**src/rtl/pll_lock_sequencer_pkg.sv**
```systemverilog
// -----------------------------------------------------------------------------
// pll_lock_sequencer_pkg
//   Shared definitions for the PLL lock sequencer:
//     - FSM state encodings. The SDRAM controller status logic decodes
//       state_dbg with the same encodings.
//     - state_dbg mapping helper.
//     - counter width helper used to size the shared cycle counter.
// -----------------------------------------------------------------------------
package pll_lock_sequencer_pkg;

    // State encodings as seen on state_dbg.
    localparam logic [2:0] ST_ENC_WAIT_LOCK = 3'd0;
    localparam logic [2:0] ST_ENC_STABLE    = 3'd1;
    localparam logic [2:0] ST_ENC_POWERUP   = 3'd2;
    localparam logic [2:0] ST_ENC_RUN       = 3'd3;

    typedef enum logic [2:0] {
        ST_WAIT_LOCK = ST_ENC_WAIT_LOCK,
        ST_STABLE    = ST_ENC_STABLE,
        ST_POWERUP   = ST_ENC_POWERUP,
        ST_RUN       = ST_ENC_RUN
    } pll_seq_state_t;

    // Map an FSM state onto the 3-bit debug/status encoding.
    function automatic logic [2:0] state_dbg_of(input pll_seq_state_t s);
        return s;
    endfunction

    // Width of a counter that must hold 0 .. max(a,b)-1.
    // Never returns less than 1 so a zero-width vector cannot appear.
    function automatic int unsigned cnt_width(input int unsigned a, input int unsigned b);
        int unsigned m;
        m = (a > b) ? a : b;
        if (m < 2) begin
            return 1;
        end
        return $clog2(m);
    endfunction

endpackage

```
**src/rtl/bit_sync.sv**
```systemverilog
// -----------------------------------------------------------------------------
// bit_sync
//   N-flop single-bit synchronizer with synchronous clear. Used for the PLL
//   LOCK input and reusable for downstream reset-deassertion synchronizers.
//
// Parameters
//   N       number of flops in the chain (must be >= 2)
// Ports
//   clk     destination clock
//   srst    synchronous active-high clear; all stages go to 0
//   d_in    asynchronous input bit
//   q_out   synchronized output (last stage of the chain)
// -----------------------------------------------------------------------------
module bit_sync #(
    parameter int N = 2
) (
    input  logic clk,
    input  logic srst,
    input  logic d_in,
    output logic q_out
);

    logic [N-1:0] sync_q;
    logic [N-1:0] sync_d;

    // Stage 0 captures the asynchronous input; each later stage takes its
    // predecessor, giving an N-cycle delay.
    assign sync_d[0] = d_in;

    for (genvar gi = 1; gi < N; gi++) begin : g_stage
        assign sync_d[gi] = sync_q[gi-1];
    end

    always_ff @(posedge clk) begin
        if (srst) begin
            sync_q <= '0;
        end else begin
            sync_q <= sync_d;
        end
    end

    assign q_out = sync_q[N-1];

endmodule

```
**src/rtl/pll_lock_sequencer.sv**
```systemverilog
// -----------------------------------------------------------------------------
// pll_lock_sequencer
//   Supervises the PLL that clocks the SDRAM controller. Qualifies the PLL
//   LOCK signal, holds the system/SDRAM reset through the SDRAM power-up wait,
//   releases it with a one-cycle init_start pulse, and re-asserts it whenever
//   lock is lost (counting lock losses seen while running).
//   Runs on the free-running board reference clock, never on a PLL output.
//
// Parameters
//   LOCK_SYNC_STAGES  flops in the pll_locked synchronizer (>= 2)
//   LOCK_STABLE_CYC   consecutive synced-lock cycles before POWERUP (>= 1)
//   POWERUP_CYC       SDRAM power-up hold in clk cycles (>= 1)
//   LOSS_CNT_W        width of the saturating lock-loss counter
// Ports
//   clk            board reference clock
//   rst            synchronous active-high reset
//   pll_locked     PLL LOCK, asynchronous to clk
//   soft_rst_req   one-cycle request to re-run the power-up hold (RUN only)
//   sys_rst        reset to SDRAM controller/system, active high
//   init_start     one-cycle pulse on the first RUN cycle
//   ready          high while in RUN
//   lock_loss_cnt  lock losses seen in RUN, saturating at all-ones
//   state_dbg      current FSM state encoding
// -----------------------------------------------------------------------------
module pll_lock_sequencer
    import pll_lock_sequencer_pkg::*;
#(
    parameter int unsigned LOCK_SYNC_STAGES = 2,
    parameter int unsigned LOCK_STABLE_CYC  = 256,
    parameter int unsigned POWERUP_CYC      = 5000,
    parameter int unsigned LOSS_CNT_W       = 8
) (
    input  logic                  clk,
    input  logic                  rst,
    input  logic                  pll_locked,
    input  logic                  soft_rst_req,
    output logic                  sys_rst,
    output logic                  init_start,
    output logic                  ready,
    output logic [LOSS_CNT_W-1:0] lock_loss_cnt,
    output logic [2:0]            state_dbg
);

    localparam int unsigned CNT_W = cnt_width(LOCK_STABLE_CYC, POWERUP_CYC);

    // Terminal counts: the state is left on the edge that sees cnt at its
    // last value, so each state lasts exactly *_CYC cycles.
    localparam logic [CNT_W-1:0] STABLE_LAST  = CNT_W'(LOCK_STABLE_CYC - 1);
    localparam logic [CNT_W-1:0] POWERUP_LAST = CNT_W'(POWERUP_CYC - 1);

    // -------------------------------------------------------------------------
    // LOCK synchronizer
    // -------------------------------------------------------------------------
    logic lock_s;

    bit_sync #(
        .N (LOCK_SYNC_STAGES)
    ) u_lock_sync (
        .clk   (clk),
        .srst  (rst),
        .d_in  (pll_locked),
        .q_out (lock_s)
    );

    // -------------------------------------------------------------------------
    // State, counters and output registers
    // -------------------------------------------------------------------------
    pll_seq_state_t        state_q,       state_d;
    logic [CNT_W-1:0]      cnt_q,         cnt_d;
    logic [LOSS_CNT_W-1:0] loss_q,        loss_d;
    logic                  sys_rst_q,     sys_rst_d;
    logic                  init_start_q,  init_start_d;
    logic                  ready_q,       ready_d;
    logic [2:0]            state_dbg_q,   state_dbg_d;

    always_ff @(posedge clk) begin
        if (rst) begin
            state_q      <= ST_WAIT_LOCK;
            cnt_q        <= '0;
            loss_q       <= '0;
            sys_rst_q    <= 1'b1;
            init_start_q <= 1'b0;
            ready_q      <= 1'b0;
            state_dbg_q  <= ST_ENC_WAIT_LOCK;
        end else begin
            state_q      <= state_d;
            cnt_q        <= cnt_d;
            loss_q       <= loss_d;
            sys_rst_q    <= sys_rst_d;
            init_start_q <= init_start_d;
            ready_q      <= ready_d;
            state_dbg_q  <= state_dbg_d;
        end
    end

    // -------------------------------------------------------------------------
    // Next-state, shared counter and loss counter
    // -------------------------------------------------------------------------
    always_comb begin
        state_d = state_q;
        cnt_d   = cnt_q;
        loss_d  = loss_q;

        case (state_q)
            ST_WAIT_LOCK: begin
                cnt_d = '0;
                if (lock_s) begin
                    state_d = ST_STABLE;
                end
            end

            ST_STABLE: begin
                // Any low sample, even a single cycle, restarts qualification.
                if (!lock_s) begin
                    state_d = ST_WAIT_LOCK;
                    cnt_d   = '0;
                end else if (cnt_q == STABLE_LAST) begin
                    state_d = ST_POWERUP;
                    cnt_d   = '0;
                end else begin
                    cnt_d = cnt_q + CNT_W'(1);
                end
            end

            ST_POWERUP: begin
                // soft_rst_req is deliberately ignored: already holding reset.
                if (!lock_s) begin
                    state_d = ST_WAIT_LOCK;
                    cnt_d   = '0;
                end else if (cnt_q == POWERUP_LAST) begin
                    state_d = ST_RUN;
                    cnt_d   = '0;
                end else begin
                    cnt_d = cnt_q + CNT_W'(1);
                end
            end

            ST_RUN: begin
                // Lock loss takes priority over a simultaneous soft reset.
                if (!lock_s) begin
                    state_d = ST_WAIT_LOCK;
                    cnt_d   = '0;
                    if (loss_q != '1) begin
                        loss_d = loss_q + LOSS_CNT_W'(1);
                    end
                end else if (soft_rst_req) begin
                    // Lock is known good, so go straight to the power-up hold.
                    state_d = ST_POWERUP;
                    cnt_d   = '0;
                end
            end

            default: begin
                state_d = ST_WAIT_LOCK;
                cnt_d   = '0;
            end
        endcase
    end

    // -------------------------------------------------------------------------
    // Output decode from the next state so the registered outputs line up
    // with the state register (no extra cycle of latency).
    // -------------------------------------------------------------------------
    always_comb begin
        sys_rst_d    = (state_d != ST_RUN);
        ready_d      = (state_d == ST_RUN);
        init_start_d = (state_d == ST_RUN) && (state_q != ST_RUN);
        state_dbg_d  = state_dbg_of(state_d);
    end

    assign sys_rst       = sys_rst_q;
    assign init_start    = init_start_q;
    assign ready         = ready_q;
    assign lock_loss_cnt = loss_q;
    assign state_dbg     = state_dbg_q;

endmodule

```
**config.mk**
```make
export PLATFORM = sky130hd
export DESIGN_NAME = pll_lock_sequencer
export DESIGN_NICKNAME = d
export VERILOG_FILES = /design/src/rtl/pll_lock_sequencer_pkg.sv /design/src/rtl/bit_sync.sv /design/src/rtl/pll_lock_sequencer.sv
export SDC_FILE = /design/constraint.sdc
export NUM_CORES = 1
export LEC_CHECK = 0
export ABC_CLOCK_PERIOD_IN_PS = 4200
export CAP_MARGIN = 20
export CORE_MARGIN = 4
export CORE_UTILIZATION = 61
export CTS_BUF_LIST = sky130_fd_sc_hd__clkbuf_4
export CTS_CLUSTER_DIAMETER = 50
export DETAILED_ROUTE_END_ITERATION = 7
export GPL_TIMING_DRIVEN = 0
export PLACE_DENSITY = 0.88
export SLEW_MARGIN = 40
export SYNTH_ARGS = -nofsm -noshare
export SYNTH_HDL_FRONTEND = slang
export SYNTH_SLANG_ARGS = --single-unit
```
**constraint.sdc**
```tcl
create_clock -name clk -period 4.2 [get_ports clk]
set_input_delay 0.84 -clock clk [delete_from_list [all_inputs] [get_ports clk]]
set_output_delay 0.84 -clock clk [all_outputs]
set_load 0.005 [all_outputs]
```
# ---- Word level (Yosys, flattened, before mapping)
# Cells that the tools add are included.
dict set report totals {
  ff_bits 29
  elab_cells 38
}
dict set report op_classes {
  addsub 2
  n_eq_ne 10
  reduce_logical 3
  mux 15
  bitwise 1
}
# op count
set op_table {}
lappend op_table {{$mux 13} 6}
lappend op_table {{$pmux 13 s3} 1}
lappend op_table {{$mux 3} 7}
lappend op_table {{$add 13x1->13 const B} 1}
lappend op_table {{$eq 13x13->1 const B} 1}
lappend op_table {{$eq 13x8->1 const B} 1}
lappend op_table {{$pmux 3 s4} 1}
lappend op_table {{$eq 3x2->1 const B} 3}
lappend op_table {{$add 8x1->8 const B} 1}
lappend op_table {{$ne 8x8->1 const B} 1}
lappend op_table {{$ne 3x2->1 const B} 2}
lappend op_table {{$eq 3x1->1 const B} 1}
lappend op_table {{$logic_not 3->1} 1}
lappend op_table {{$ne 3x3->1 const B} 1}
lappend op_table {{$reduce_and 3->1} 1}
lappend op_table {{$logic_and 1x1->1} 1}
lappend op_table {{$not 1->1} 1}

# ---- Depth between registers and ports, before layout
# Gate-level depths: netlist (run 1).
dict set report logic_depth {
  ltp_word 6
  mapped_depth 7
}

# ---- Cells and area by module
# From an unflattened synthesis (run 1), not the netlist that was laid out.
dict set report unflattened {
  hier_cells 149
  hier_area_um2 1361.3
}
# module area_per_inst_um2 seq_area_each_um2 instances cells_each
set by_module_without_submodules {}
lappend by_module_without_submodules {pll_lock_sequencer 1308.8 540.5 1 145}
lappend by_module_without_submodules {bit_sync 52.6 40.0 1 4}

# ---- Worst setup path after synthesis (run 1)
# OpenSTA, ideal clock, no wires.
dict set report synth_path {
  kind {flip-flop to flip-flop}
  startpoint {reg cnt_q[6]}
  endpoint {reg cnt_q[1]}
  setup_time_ps 128
  t_arrival_ps 1902
  path_slack_ps 2170
  stages_incl_launch_ff 8
  n_path_buf 2
  synth_period_minus_slack_ps 2030
  path_cell_list {dfxtp_1 > buf_6 > or4b_1 > or4_4 > o2bb2ai_4 > buf_6 > a22oi_2 > nor2_1}
}
dict set report synth_via {
  elab_chain_cells 4
}
# item line_no
set synth_rtl {}
lappend synth_rtl {{start, declared} pll_lock_sequencer.sv:69} ;# logic [CNT_W-1:0] cnt_q, cnt_d;
lappend synth_rtl {{start signal, assigned} pll_lock_sequencer.sv:87} ;# cnt_q <= cnt_d;
lappend synth_rtl {{$eq 13x13->1 or $eq 13x8->1 (tied branches)} {pll_lock_sequencer.sv:130, pll_lock_sequencer.sv:117}}
lappend synth_rtl {{$mux 13, on equally long branches} {pll_lock_sequencer.sv:130, pll_lock_sequencer.sv:117}}
lappend synth_rtl {{$mux 13, on equally long branches} {pll_lock_sequencer.sv:127, pll_lock_sequencer.sv:114}}
lappend synth_rtl {{$pmux 13 s3 *} pll_lock_sequencer.sv:104} ;# case (state_q)
# Mark *: on every way between the ends. The rest lies on a longest branch, timed or not.
# A chain may end at the register's enable or synchronous reset.

# ---- Final worst setup path (run 1)
dict set report layout_path {
  startpoint {reg state_dbg_q[1], in the netlist state_dbg[1]}
  endpoint {out state_dbg[1]}
}
# item line_no
set layout_lines {}
lappend layout_lines {{start, declared} pll_lock_sequencer.sv:74} ;# logic [2:0] state_dbg_q, state_dbg_d;
lappend layout_lines {{start signal, assigned} pll_lock_sequencer.sv:92} ;# state_dbg_q <= state_dbg_d;
lappend layout_lines {{end, declared} pll_lock_sequencer.sv:41} ;# output logic [2:0] state_dbg
# No word-level cell between the ends.

==> Flow_metrics.wiki, run 1 <==
{| class="wikitable"
! Metric !! Value
|-
| Count of final max-slew check failures || 0
|-
| Wire length of the first global-routing pass || around 5200 um
|-
| Synthesis-stage register bit count || 29
|-
| Crit path required time || 3.36 ns
|-
| Number of buffers inserted by hold repair at cts || 0
|-
| Category of cells accounting for the largest share of critical-path delay || buffers and inverters
|-
| Count of cells along the worst register-to-register path || 7
|-
| Number of buffers created by CTS || 5
|-
| Die Area || between 3000 and 4000 um2
|-
| Buffers & Inverters on Critical Path || 1
|-
| Part of the Yosys area used for sequential elements || slightly above 40%
|-
| Startpoint type of the worst setup path || flip-flop
|-
| Power Dens Cells || 304 nW/um2
|-
| Destination of the worst hold path || u_lock_sync.sync_q[1]$_SDFF_PP0_
|-
| ANT cells || 0
|-
| Post-CTS setup-driven buffer insertion count || 0
|-
| Minimum period implied by the final worst setup slack || 2.19 ns
|-
| Maximum number of pins on one net before global-route repair || 11
|-
| Cell at the slowest stage of the critical path || sky130_fd_sc_hd__clkdlybuf4s50_1
|-
| Half-perimeter wire length after placement || between 2000 and 2500 um
|-
| Worst min-delay path category || flip-flop to flip-flop
|-
| Total routing resource utilization after global routing || 20.8%
|-
| Share of cells above drive strength 1 || 9.52%
|-
| CTS tree || yes
|-
| Overall die height || approximately 56 um
|-
| H-tree depth reported by CTS || 2
|-
| Reg2reg end || cnt_q[12]$_SDFFE_PP0P_
|-
| Cell area after technology mapping || ~1400 um2
|-
| GR Overflow Total || 0
|-
| Number of nets in the finished design || around 190
|-
| Number of design rule violations left after detail routing || 0
|-
| Max capacitance violation total || 0
|-
| Final hold violation count || 0
|-
| Hold Crit Depth || 1
|-
| Worst-path clk slew || 0.09 ns
|-
| Slew at the pin closest to its max-slew limit || just over 0.5 ns
|-
| Total number of vias || between 1000 and 1500
|-
| Worst reg2reg setup slack || 2.03 ns
|-
| Floorplan core area || ~2200 um2
|-
| Net Count, Synth || ~170
|-
| Initial antenna violation count || 0
|-
| Number of distinct library cells after synthesis || 42
|-
| Run status || completed
|-
| Syn. warnings || 0
|-
| Top cell types by occurrence after synthesis || sky130_fd_sc_hd__dfxtp_1, sky130_fd_sc_hd__nor2_1, sky130_fd_sc_hd__nand2_1
|-
| Final antenna-violating net count || 0
|-
| Leading cell type by number of instances after synthesis || sky130_fd_sc_hd__dfxtp_1
|-
| Number of DRC violations after detailed-routing iteration 0 || 42
|-
| Setup_tns || 0 ns
|-
| Number of setup violations in the final report || 0
|-
| Adder-cell area share of the yosys netlist || around 1.7%
|-
| Simple-Gate Fraction of Synth Area || just under 30%
|-
| Via count of the first global-routing pass || around 1200
|-
| Worst path cell trace || clkdlybuf4s50_1
|-
| Horizontal die dimension || 56.4 um
|-
| Category of the worst setup path capture point || output port
|-
| Complex-gate fraction of the synthesized area || 15.0%
|-
| Share of synthesized registers carrying an async set or reset || 0%
|-
| Multiplexer fraction of the synthesized cell area || 0.700%
|-
| Post-synth EDFFs || 0
|-
| Worst setup path class || flip-flop to output port
|-
| Area overhead of the layout relative to synthesis || 19.2%
|-
| FP Rows || 17
|-
| Hold Slack || 0.447 ns
|-
| Setup repair after global routing missed its margin || no
|-
| Maximum fanout along the worst path || 7
|-
| Per-cell routed wire length || roughly 14 um
|-
| Maximum vdd ir drop || roughly 0.34 mV
|-
| Leak pwr || about 0.00058 uW
|-
| Clock sink count || 29
|-
| Area leader, netlist || sky130_fd_sc_hd__dfxtp_1
|-
| Clock skew after layout || between 0.01 and 0.015 ns
|-
| Count of buffers inserted at the top-level ports || 16
|-
| Signal arrival time at the worst endpoint || between 1 and 1.5 ns
|-
| Cells resized by post-CTS repair || 0
|-
| Stage delay of the slowest cell on the critical path || ~0.56 ns
|-
| Relative slew slack || ~65%
|-
| Via count normalized by instance count || around 5.8
|-
| Main combinational cell family by area after synthesis || simple AND/OR/NAND/NOR gates
|-
| Post-synthesis xor/xnor area fraction || under 10%
|-
| Initial DRT Pass Iterations || 5
|-
| Average cell area after synthesis || 8.67 um2
|-
| Initial cell density of the core || 64.6%
|-
| Largest cells by area after synthesis || sky130_fd_sc_hd__dfxtp_1, sky130_fd_sc_hd__xor2_1, sky130_fd_sc_hd__nor2_1, sky130_fd_sc_hd__nand2_1, sky130_fd_sc_hd__nor3_1
|-
| Cells after Synth || between 150 and 200
|-
| Routability Congestion || 0.875
|-
| Ports placed on the boundary || 18
|-
| Clk_lat worst skew || ~0.34 ns
|-
| Buffer cell driving the clock tree root || sky130_fd_sc_hd__clkbuf_4
|-
| Worst hold path startpoint || u_lock_sync.sync_q[0]$_SDFF_PP0_
|-
| Proportion of netlist area held by the largest area contributor || 40.6%
|-
| Buffer levels on the longest clock path || 2
|-
| Period utilization || between 50 and 60%
|-
| Worst flop-to-flop path startpoint || cnt_q[6]$_SDFFE_PP0P_
|-
| Commonest register cell after synthesis || sky130_fd_sc_hd__dfxtp_1
|-
| Final wirelength || approximately 3100 um
|-
| Max Clk Rate || between 400 and 500 MHz
|}
flip-flops by register name (all words and copies together), names as in the netlist:
name	flops
cnt_q	13
init_start	1
lock_loss_cnt	8
ready	1
state_dbg	3
sys_rst	1
u_lock_sync.sync_q	2
final cells by class:
type | count | area, um2
inverter | 4 | 15.0
tap | 28 | 35.0
fill | 156 | 508
timing repair buffer | 16 | 160
clock buffer | 6 | 45.0
buffer | 9 | 51.3
clock inverter | 2 | 33.8
sequential | 29 | 581
multi-input combinational | 123 | 783
power breakdown:
group,internal (uW),switching (uW)
combinational,4.81,6.08
clock,130,98.8
sequential,276,1.89
per-layer routing:
metal	wire length (um)	part of all wire, %	track usage [%]	up-vias
li1	-	-	-	625
met1	1360	44	25.8	576
met2	1440	47	32.2	41
met3	178	5.8	5.06	10
met4	84	2.7	12.5	0
met5	0	0	0	-
stage by stage:
step / cell area, um2 / worst slack, ns / total power [uW] / utilization [%] / instances
after floorplan: 1430 / 2.17 / 290 / - / 165
after global placement: 1630 / 1.83 / 295 / 73.5 / 209
after detailed placement: 1630 / 1.78 / 295 / 73.5 / 209
after CTS: 1700 / 2.01 / 519 / 77.0 / 217
after global routing: 1700 / 1.89 / 537 / 77.0 / 217
final: 1700 / 2.01 / 518 / 77.0 / 217
logic make-up after synthesis:
family,count (synthesis)
and+or+nand+nor,81
other,1
AOI/OAI and AO/OA,26
buffers and inverters,13
muxes,1
xor gates and xnor gates,12
DFF,29
adders and majority gates,2
how the worst max path moves through the flow:
stage	start	to	depth (start not counted)
2_1_floorplan	cnt_q[6]$_SDFFE_PP0P_	cnt_q[1]$_SDFFE_PP0P_	7
3_3_place_gp	soft_rst_req	cnt_q[10]$_SDFFE_PP0P_	5
3_5_place_dp	soft_rst_req	cnt_q[11]$_SDFFE_PP0P_	5
4_1_cts	state_dbg[1]$_SDFF_PP0_	state_dbg[1]	1
5_1_grt	cnt_q[1]$_SDFFE_PP0P_	init_start$_SDFF_PP0_	6
6_report	state_dbg[1]$_SDFF_PP0_	state_dbg[1]	1
cell usage in the layout, fill, tap and decap left out, types with 2 or more instances in the layout:
master,n
sky130_fd_sc_hd__or2_2,2
sky130_fd_sc_hd__nand2_1,18
sky130_fd_sc_hd__a211oi_1,3
sky130_fd_sc_hd__nand4_1,3
sky130_fd_sc_hd__buf_6,2
sky130_fd_sc_hd__or3_1,2
sky130_fd_sc_hd__a22oi_1,4
sky130_fd_sc_hd__ha_1,2
sky130_fd_sc_hd__xnor2_1,3
sky130_fd_sc_hd__nand2b_1,2
sky130_fd_sc_hd__nor2b_1,2
sky130_fd_sc_hd__nand3_1,9
sky130_fd_sc_hd__dfxtp_1,29
sky130_fd_sc_hd__clkbuf_1,5
sky130_fd_sc_hd__nand3b_1,2
sky130_fd_sc_hd__nor3_1,10
sky130_fd_sc_hd__clkdlybuf4s50_1,16
sky130_fd_sc_hd__inv_1,4
sky130_fd_sc_hd__clkbuf_4,6
sky130_fd_sc_hd__nor4_1,3
sky130_fd_sc_hd__nor2_1,20
sky130_fd_sc_hd__xor2_1,9
sky130_fd_sc_hd__a31oi_1,5
sky130_fd_sc_hd__a21oi_1,6
Note: power is estimated with default switching activity, not from simulation.
==> run 2, diff against run 1 <==
--- a/config.mk
+++ b/config.mk
@@ -5,15 +5,15 @@
 export SDC_FILE = /design/constraint.sdc
 export NUM_CORES = 1
 export LEC_CHECK = 0
-export ABC_CLOCK_PERIOD_IN_PS = 4200
+export ABC_CLOCK_PERIOD_IN_PS = 1900
 export CAP_MARGIN = 20
 export CORE_MARGIN = 4
-export CORE_UTILIZATION = 61
+export CORE_UTILIZATION = 51
 export CTS_BUF_LIST = sky130_fd_sc_hd__clkbuf_4
 export CTS_CLUSTER_DIAMETER = 50
 export DETAILED_ROUTE_END_ITERATION = 7
 export GPL_TIMING_DRIVEN = 0
-export PLACE_DENSITY = 0.88
+export PLACE_DENSITY = 0.78
 export SLEW_MARGIN = 40
 export SYNTH_ARGS = -nofsm -noshare
 export SYNTH_HDL_FRONTEND = slang
==> constraint.sdc (replaced) <==
create_clock -name clk -period 1.9 [get_ports clk]
set_input_delay 0.38 -clock clk [delete_from_list [all_inputs] [get_ports clk]]
set_output_delay 0.38 -clock clk [all_outputs]
set_load 0.005 [all_outputs]
==> Flow_metrics.wiki, run 2 (synthesized netlist as in run 1, its figures left out) <==
{| class="wikitable"
! Metric !! Value
|-
| Run status || complete, but fails checks
|-
| Failing checks || negative setup slack
|-
| Clock skew after layout || 0.00813 ns (-0.00300 ns)
|-
| Max FFs per register || 13 (unchanged)
|-
| Count of final max-slew check failures || 0 (unchanged)
|-
| Routability Congestion || 0.881 (+0.69%)
|-
| Highest-count cells in the layout ignoring fill and taps || sky130_fd_sc_hd__dfxtp_1, sky130_fd_sc_hd__nor2_1, sky130_fd_sc_hd__clkdlybuf4s50_1
|-
| H-tree depth reported by CTS || 2 (unchanged)
|-
| Category of the worst setup path capture point || flip-flop
|-
| Relative slew slack || 62.7% (-2.7 points)
|-
| Final instance count without filler cells || 223 (+2.8%)
|-
| ANT cells || 0 (unchanged)
|-
| Total routing resource utilization after global routing || 20.4% (-0.35 points)
|-
| Period utilization || 105%
|-
| Via count normalized by instance count || 5.86 (+1.6%)
|-
| Clk_lat worst skew || 0.34 ns (about the same)
|-
| Number of nets in the finished design || 198 (+2.1%)
|-
| Number of DRC violations after detailed-routing iteration 0 || 74 (+76%)
|-
| Hold Crit Depth || 2 (+1)
|-
| Cell count after placement || 211 (+0.96%)
|-
| Worst min-delay path category || input port to flip-flop
|-
| Switching share of total power || 24.0% (+3.4 points)
|-
| Worst reg2reg setup slack || -0.10 ns (-2.13 ns)
|-
| Horizontal die dimension || 61.0 um (+8.0%)
|-
| Initial antenna violation count || 0 (unchanged)
|-
| Overall die height || 61.0 um (+8.0%)
|-
| Maximum vdd ir drop || 0.617 mV (+83%)
|-
| Stage delay of the slowest cell on the critical path || 0.52 ns (-0.04 ns)
|-
| FP Rows || 18 (+1)
|-
| Register share of total power || 61.9% (+8.2 points)
|-
| Buffer cell driving the clock tree root || sky130_fd_sc_hd__clkbuf_4
|-
| Power Dens Cells || 551 nW/um2 (+81%)
|-
| Initial cell density of the core || 55.7% (-8.9 points)
|-
| Setup repair after global routing missed its margin || yes
|-
| Per-cell routed wire length || 15.8 um (+12%)
|-
| Total number of vias || 1307 (+4.4%)
|-
| Clock share of power || 35.6% (-8.6 points)
|-
| Worst-path clk slew || 0.10 ns (about the same)
|-
| Max capacitance violation total || 0 (unchanged)
|-
| Number of buffers created by CTS || 5 (unchanged)
|-
| Final antenna-violating net count || 0 (unchanged)
|-
| Floorplan core area || 2570 um2 (+16%)
|-
| Leak pwr || 0.000600 uW (+3.9%)
|-
| Maximum fanout along the worst path || 5 (-2)
|-
| Final wirelength || 3520 um (+15%)
|-
| Worst path cell trace || or4b_1 -> or4_4 -> o2bb2ai_4 -> buf_6 -> a22oi_2 -> nor2_1
|-
| Die Area || 3720 um2 (+17%)
|-
| Clock sink count || 29 (unchanged)
|-
| Post-Place Cell Area || 1650 um2 (+1.4%)
|-
| Reg with most FFs || cnt_q
|-
| Final hold violation count || 0 (unchanged)
|-
| Cell internal pwr || 754 uW (+83%)
|-
| Power Total || 991 uW (+91%)
|-
| Buffer levels on the longest clock path || 2 (unchanged)
|-
| Final design instance area without fill || 1800 um2 (+5.7%)
|-
| Ports placed on the boundary || 18 (unchanged)
|-
| Maximum number of pins on one net before global-route repair || 11 (unchanged)
|-
| Number of buffers inserted by hold repair at cts || 0 (unchanged)
|-
| Slew at the pin closest to its max-slew limit || 0.559 ns (+0.0398 ns)
|-
| Comb pwr share || 2.5% (+0.4 points)
|-
| Number of setup violations in the final report || 16 (+16)
|-
| Initial DRT Pass Iterations || 4 (-1)
|-
| Number of design rule violations left after detail routing || 0 (unchanged)
|-
| Startpoint type of the worst setup path || flip-flop
|-
| Half-perimeter wire length after placement || 2210 um (+5.6%)
|-
| Cell at the slowest stage of the critical path || sky130_fd_sc_hd__or4b_1
|-
| Total net switching power || 238 uW (+120%)
|-
| Minimum period implied by the final worst setup slack || about 2.0 ns
|-
| GR Overflow Total || 0 (unchanged)
|-
| Count of buffers inserted at the top-level ports || 16 (unchanged)
|-
| CTS tree || yes
|-
| Worst setup path class || flip-flop to flip-flop
|-
| Commonest non-fill, non-tap cell in the layout || sky130_fd_sc_hd__dfxtp_1
|-
| Count of cells along the worst register-to-register path || 6 (-1)
|-
| Fin worst setup slack || -0.102 ns (-2.11 ns)
|-
| Wire length of the first global-routing pass || 5490 um (+5.3%)
|-
| Via count of the first global-routing pass || 1243 (+3.7%)
|-
| Area overhead of the layout relative to synthesis || 25.9%
|-
| Signal arrival time at the worst endpoint || 2.22 ns (+0.87 ns)
|-
| Max Clk Rate || 499 MHz
|-
| Share of cells above drive strength 1 || 22.8% (+13 points)
|-
| Crit path required time || 2.11 ns (-1.25 ns)
|}
run 2: area by class of cell:
cell class / instances / area [um2]
plain buffers: 8 / 41.3
clock buffers: 5 / 37.5
clock inverters: 3 / 12.5
fillers: 205 / 767
inverters: 4 / 15.0
multi-input cells: 123 / 853
flip-flops and latches: 29 / 591
well taps: 30 / 37.5
repair buffers: 21 / 213
run 2: power groups by stage:
stage          Sequential [uW]  Clock (uW)  Combinational [uW]
2_1_floorplan              628           0                12.5
3_3_place_gp               629           0                23.4
3_5_place_dp               629           0                24.1
4_1_cts                    613         363                24.7
5_1_grt                    615         401                27.6
6_report                   613         353                25.2
run 2: repair_timing:
item                                    in CTS  in global routing
endpoints found under the setup margin      18                 17
gates resized for setup                      9                 19
setup buffers                                4                  0
cloned                                       1                  0
pin swaps                                    6                 15
run 2: final timing paths:
| path | start | endpoint |
|---|---|---|
| min | rst | u_lock_sync.sync_q[0]$_SDFF_PP0_ |
| max reg2reg | cnt_q[4]$_SDFFE_PP0P_ | cnt_q[1]$_SDFFE_PP0P_ |
| min reg2reg | u_lock_sync.sync_q[0]$_SDFF_PP0_ | u_lock_sync.sync_q[1]$_SDFF_PP0_ |
| max | cnt_q[4]$_SDFFE_PP0P_ | cnt_q[1]$_SDFFE_PP0P_ |
run 2: layer usage:
layer	GRT usage [%]	up-vias	wire (um)
met3	8.51	16	312
met2	31.6	63	1680
li1	-	637	-
met4	11.1	0	125
met5	0	-	0
met1	24.0	591	1400
run 2: critical path, delay by kind of cell, from the launching register on:
kind	cells	cell delay, ns
AND/OR/NAND/NOR	3	1.04
AO/OA/AOI/OAI	2	0.33
buffers and inverters	1	0.16
flip-flops	1	0.35
run 2: through the flow:
step / utilization, % / worst slack (ns) / TNS [ns] / hold WS [ns]
floorplan: - / -0.0456 / -0.250 / 0.414
global placement: 64.2 / -0.146 / -1.74 / 0.421
detailed placement: 64.2 / -0.215 / -2.38 / 0.433
CTS: 67.9 / -0.0906 / -0.897 / 0.399
global route: 70.1 / -0.176 / -1.90 / 0.400
finish: 70.1 / -0.102 / -0.899 / 0.404
